### config.mk
export PLATFORM = sky130hd
export DESIGN_NAME = mod_mul_flat
export DESIGN_NICKNAME = d
export VERILOG_FILES = /design/src/rtl/secp256k1_pkg.sv /design/src/rtl/mod_mul_if.sv /design/src/rtl/mod_mul_add.sv /design/src/rtl/mod_mul.sv /design/src/flat_wrapper.sv
export SDC_FILE = /design/constraint.sdc
export NUM_CORES = 2
export LEC_CHECK = 0
export CAP_MARGIN = 20
export CORE_UTILIZATION = 30
export DETAILED_ROUTE_END_ITERATION = 8
export PLACE_DENSITY = 0.58
export SLEW_MARGIN = 20
export SYNTH_ARGS = -nofsm -noshare
export SYNTH_HDL_FRONTEND = slang
export SYNTH_SLANG_ARGS = --single-unit
### constraint.sdc
create_clock -name clk -period 85.3 [get_ports clk]
set_input_delay 25.59 -clock clk [delete_from_list [all_inputs] [get_ports clk]]
set_output_delay 25.59 -clock clk [all_outputs]
set_load 0.01 [all_outputs]
### src/rtl/secp256k1_pkg.sv
// Shared secp256k1 field constants and the mod_mul sequencer state type.
package secp256k1_pkg;

  localparam logic [255:0] P_SECP256K1 =
    256'hFFFFFFFF_FFFFFFFF_FFFFFFFF_FFFFFFFF_FFFFFFFF_FFFFFFFF_FFFFFFFE_FFFFFC2F;

  typedef enum logic [1:0] {
    MM_IDLE = 2'd0,
    MM_RUN  = 2'd1,
    MM_DONE = 2'd2
  } mm_state_e;

  // Single conditional subtract; caller guarantees x < 2p.
  function automatic logic [255:0] reduce_once(input logic [256:0] x,
                                               input logic [255:0] p);
    logic [256:0] diff;
    diff = x - {1'b0, p};
    return (x >= {1'b0, p}) ? diff[255:0] : x[255:0];
  endfunction

endpackage

### src/rtl/mod_mul_if.sv
// Start/done handshake and operand/result bus between the point controller and mod_mul.
interface mod_mul_if;
  logic         start;
  logic [255:0] a;
  logic [255:0] b;
  logic [255:0] product;
  logic         busy;
  logic         done;

  modport master (output start, a, b, input product, busy, done);
  modport slave  (input start, a, b, output product, busy, done);
endinterface

### src/rtl/mod_mul_add.sv
// Combinational (x + y) mod p for x, y < p: 257-bit sum and one conditional subtract.
module mod_mul_add
  import secp256k1_pkg::*;
#(
  parameter logic [255:0] P = P_SECP256K1
) (
  input  logic [255:0] x_i,
  input  logic [255:0] y_i,
  output logic [255:0] sum_o
);

  logic [256:0] sum;

  assign sum   = {1'b0, x_i} + {1'b0, y_i};
  assign sum_o = reduce_once(sum, P);

endmodule

### src/rtl/mod_mul.sv
// secp256k1 modular multiplier: MSB-first interleaved double-and-add, one bit of b per cycle.
module mod_mul
  import secp256k1_pkg::*;
#(
  parameter logic [255:0] P = P_SECP256K1
) (
  input  logic       clk,
  input  logic       reset,
  mod_mul_if.slave   bus
);

  mm_state_e    state_q, state_d;
  logic [255:0] a_q, a_d;
  logic [255:0] b_q, b_d;
  logic [255:0] acc_q, acc_d;
  logic [7:0]   idx_q, idx_d;
  logic [255:0] product_q, product_d;

  logic [255:0] dbl;
  logic [255:0] dbl_add;
  logic [255:0] step;

  mod_mul_add #(.P(P)) u_dbl (.x_i(acc_q), .y_i(acc_q), .sum_o(dbl));
  mod_mul_add #(.P(P)) u_add (.x_i(dbl),   .y_i(a_q),   .sum_o(dbl_add));

  assign step = b_q[idx_q] ? dbl_add : dbl;

  always_ff @(posedge clk or posedge reset) begin
    if (reset) begin
      state_q   <= MM_IDLE;
      a_q       <= '0;
      b_q       <= '0;
      acc_q     <= '0;
      idx_q     <= '0;
      product_q <= '0;
    end else begin
      state_q   <= state_d;
      a_q       <= a_d;
      b_q       <= b_d;
      acc_q     <= acc_d;
      idx_q     <= idx_d;
      product_q <= product_d;
    end
  end

  always_comb begin
    state_d   = state_q;
    a_d       = a_q;
    b_d       = b_q;
    acc_d     = acc_q;
    idx_d     = idx_q;
    product_d = product_q;
    case (state_q)
      MM_IDLE, MM_DONE: begin
        state_d = MM_IDLE;
        if (bus.start) begin
          // a < 2^256 < 2p, so one subtract brings it below p
          a_d     = reduce_once({1'b0, bus.a}, P);
          b_d     = bus.b;
          acc_d   = '0;
          idx_d   = 8'd255;
          state_d = MM_RUN;
        end
      end
      MM_RUN: begin
        acc_d = step;
        if (idx_q == 8'd0) begin
          product_d = step;
          state_d   = MM_DONE;
        end else begin
          idx_d = idx_q - 8'd1;
        end
      end
      default: state_d = MM_IDLE;
    endcase
  end

  assign bus.product = product_q;
  assign bus.busy    = (state_q == MM_RUN);
  assign bus.done    = (state_q == MM_DONE);

endmodule
### src/flat_wrapper.sv
// flat-port wrapper written by rule: the top's interface ports become plain ports
module mod_mul_flat import secp256k1_pkg::*;
#(
  parameter logic [255:0] P = P_SECP256K1
)
  (clk, reset, bus_start, bus_a, bus_b, bus_product, bus_busy, bus_done);
  mod_mul_if bus_i ();
  input  logic clk;
  input  logic reset;
  input wire logic [$bits(bus_i.start)-1:0] bus_start;
  input wire logic [$bits(bus_i.a)-1:0] bus_a;
  input wire logic [$bits(bus_i.b)-1:0] bus_b;
  output wire logic [$bits(bus_i.product)-1:0] bus_product;
  output wire logic [$bits(bus_i.busy)-1:0] bus_busy;
  output wire logic [$bits(bus_i.done)-1:0] bus_done;
  assign bus_i.start = bus_start;
  assign bus_i.a = bus_a;
  assign bus_i.b = bus_b;
  assign bus_product = bus_i.product;
  assign bus_busy = bus_i.busy;
  assign bus_done = bus_i.done;
  mod_mul #(.P(P)) u_core (.clk(clk), .reset(reset), .bus(bus_i));
endmodule
==> impl_metrics.toml <==
[run_status]
status = "finished, final reports clean"

[timing]
worstMarginPinSlew_ns = 1.33
max_freq_mhz = 31.7
fin_skew_ns = 0.113
fin_tns_setup_ns = 0
rsz0062_at_grt = "false"
finalCriticalPeriod_ns = 31.58
maxSlewHeadroom_pct = 10.1
slew_viol_final = 0
finalSetupViolCount = 0
timing.hold.ws_ns = 0.467
fin_crit_sh_pct = 37.0
finalHoldViolCount = 0

[yosys]
netlist_area_sq_mm = 0.0861
yosysWarnings = 0
syn_avg_cell_area_sq_um = 7.80
syn-num-nets = 11800
yosysUniqueCellTypes = 118
synth_edf_count = 0
synth_flop_cell = "dfrtp_1"
ys_async_sr_fraction_pct = 100
synth_cells = 11000
synth-seq-cells = 1034
synth_seq_area_share_pct = 30.1

[final_layout]
fin_nets = 12300
drive_above_1_share_pct = 8.16
fin_cells = 15400
final_cell_mix = "nand2_1 (2189), dfrtp_1 (1032), nor2_1 (858)"
area_growth_syn_to_layout_pct = 19.1
fillers = 30400
final_area_sq_mm = 0.102
layout_commonest_cell = "nand2_1"

[critical_path]
endpoint = "u_core.a_q[197]"
crit_arrival_ns = 32.30
crit_buf_inv = 3
cp_slowest_cell = "nor4_2"
r2r-start = "u_core.acc_q[184]"
startpoint = "bus_a[205]"
cp_cell_sequence = "clkdlybuf4s50_1 > nand4_1 > nor4_2 > buf_4 > nand4_1 > nor4_2 > o21a_4 > a21boi_0 > nor2b_1 > and2_1 > nand2_1 > o21a_4 > buf_4 > a22o_1"
startpoint_type = "input pin"
path_max_fanout = 37
cpPeakStageDelay_ns = 1.23
end_kind = "flop"
r2r-end = "u_core.acc_q[245]"
critical_path_class = "in2reg"
reg2reg_depth = 35
crit_required_ns = 86.01
rrSetupSlack_ns = 67.69
critical_path.top_delay_family = "simple AND/OR/NAND/NOR gates"
cp.depth = 14

[pwr]
swShare_pct = 59.1
power_frac_clock_pct = 12.2
power.internal_uw = 1910
p_comb_share_pct = 70.8
pwr-share-seq_pct = 17.0
cellPowerDensity_mw_per_mm2 = 45.6
power_leakage_uw = 0.0396
totalPowerFinal_uw = 4680
ir_drop_mv = 0.0401
p_switching_uw = 2760

[floorplanning]
die_h_um = 538
ios = 773
initial_core_util_pct = 30.2
core_sq_mm = 0.285
dieArea_sq_mm = 0.289
die_x_um = 538
rows = 196

[clocking]
htreeDepth = 3
root_buffer = "clkbuf_16"
clock-sinks = 1034
clkLatencyLatePin_ns = 0.93
cts_resized = 0
clk_pin_slew_ns = 0.06
ctsHoldBuffers = 0
cts_buffers = 125
post_cts_buffers = 0
cts_tree = "yes"
cts_buffer_depth = 4

[place]
io_buffers = 772
hpwl_mm = 449
place_inst = 15200
dpl_cell_area_sq_mm = 0.0980
gp_congestion = 1.08

[route]
firstDrtPassIters = 7
ant_nets = 0
drtIter0Drc = 12100
wire_per_inst_um = 34.7
via_per_inst = 6.23
drc = 0
routed_wl_mm = 535
vias = 96100

[grt]
grt_pass1_wl_mm = 731
grt_pass1_vias = 89500
track_usage_pct = 35.8
overflow = 0
grt_max_degree = 179
antenna_found_initial = 50

[run]
maxCapViolCount = 0

[min_path]
hold_path.class = "reg2reg"
layer usage:
| layer | routed length, um | track usage [%] |
|---|---|---|
| met2 | 226000 | 53.3 |
| met3 | 52200 | 8.09 |
| met1 | 230000 | 49.2 |
| met4 | 27000 | 15.6 |
| met5 | 152 | 0 |
Yosys cell counts, types with 71 or more instances:
cell type / instances / share of area [%]
mux4_2: 85 / 2.2
xnor2_1: 416 / 4.2
dfrtp_1: 1034 / 30
mux2_2: 111 / 1.5
and4_1: 97 / 0.99
nor4_1: 185 / 1.3
buf_2: 170 / 0.99
ha_1: 263 / 3.8
nand4_1: 452 / 3.3
o221ai_1: 109 / 1.1
a22o_1: 208 / 2.1
o31ai_1: 183 / 1.6
o21ai_1: 94 / 0.55
xor2_1: 259 / 2.6
clkbuf_1: 405 / 1.8
and2_1: 107 / 0.78
a21o_1: 100 / 0.87
nor2_1: 865 / 3.8
nand3_1: 342 / 2.0
a21oi_1: 734 / 4.3
and3_1: 143 / 1.0
or3_1: 86 / 0.63
a211oi_1: 125 / 1.1
nor3_1: 257 / 1.5
nand2_1: 2192 / 9.6
o21ai_0: 685 / 4.0
o211ai_1: 71 / 0.62
inv_1: 208 / 0.91
worst reg2reg max path, delay by kind of cell, from the launching register on:
kind                     cells  cell delay [ns]
AO/OA/AOI/OAI                5             1.55
XOR/XNOR                     3             1.50
flip-flops                   1             0.47
AND/OR/NAND/NOR             21            11.70
adder cells (fa/ha/maj)      1             0.52
buffers and inverters        5             1.79
power by group through the flow:
stage	clock [uW]	combinational [uW]	sequential [uW]
CTS	583	3170	787
global route	600	3430	804
detailed placement	0	3160	792
finish	573	3310	793
floorplan	0	1920	721
global placement	0	3170	792
registers in the layout (all words and copies together), names as in the netlist:
register,flops
u_core.bus.product,256
u_core.idx_q,8
u_core.acc_q,256
u_core.state_q,2
u_core.a_q,256
u_core.b_q,256
metrics by stage:
step / worst slack (ns) / util, %
2_1_floorplan: 30.61 / -
3_3_place_gp: 53.11 / 34.4
3_5_place_dp: 53.02 / 34.4
4_1_cts: 53.90 / 35.9
5_1_grt: 53.91 / 35.9
6_report: 53.72 / 35.9
worst min path at each step:
stage	slack (ns)	from	to	cells after the start
2_1_floorplan	0.44	u_core.b_q[102]	u_core.b_q[102]	2
3_3_place_gp	0.45	u_core.b_q[102]	u_core.b_q[102]	2
3_5_place_dp	0.46	u_core.b_q[214]	u_core.b_q[214]	2
4_1_cts	0.47	u_core.b_q[214]	u_core.b_q[214]	2
5_1_grt	0.49	u_core.b_q[54]	u_core.b_q[54]	2
6_report	0.47	u_core.b_q[214]	u_core.b_q[214]	2
final cells by class:
cell class                 count  area [sq um]  share of cell area [%]
timing repair buffer        1015          9590                    9.36
tap                         3762          4710                    4.59
clock inverter                61           836                   0.816
multi-input combinational   9153         57100                    55.7
clock buffer                 164          3490                    3.41
sequential                  1034         25900                    25.3
inverter                     208           797                   0.778
antenna                       24          60.1                  0.0586
cell families after synthesis:
group | synth area share (%)
AO/OA/AOI/OAI | 23.1
XOR/XNOR | 6.87
adder cells (fa/ha/maj) | 3.85
buffers and inverters | 4.13
flip-flops | 30.1
multiplexers | 4.01
AND/OR/NAND/NOR | 28.0
(Power assumes the default switching activity.)
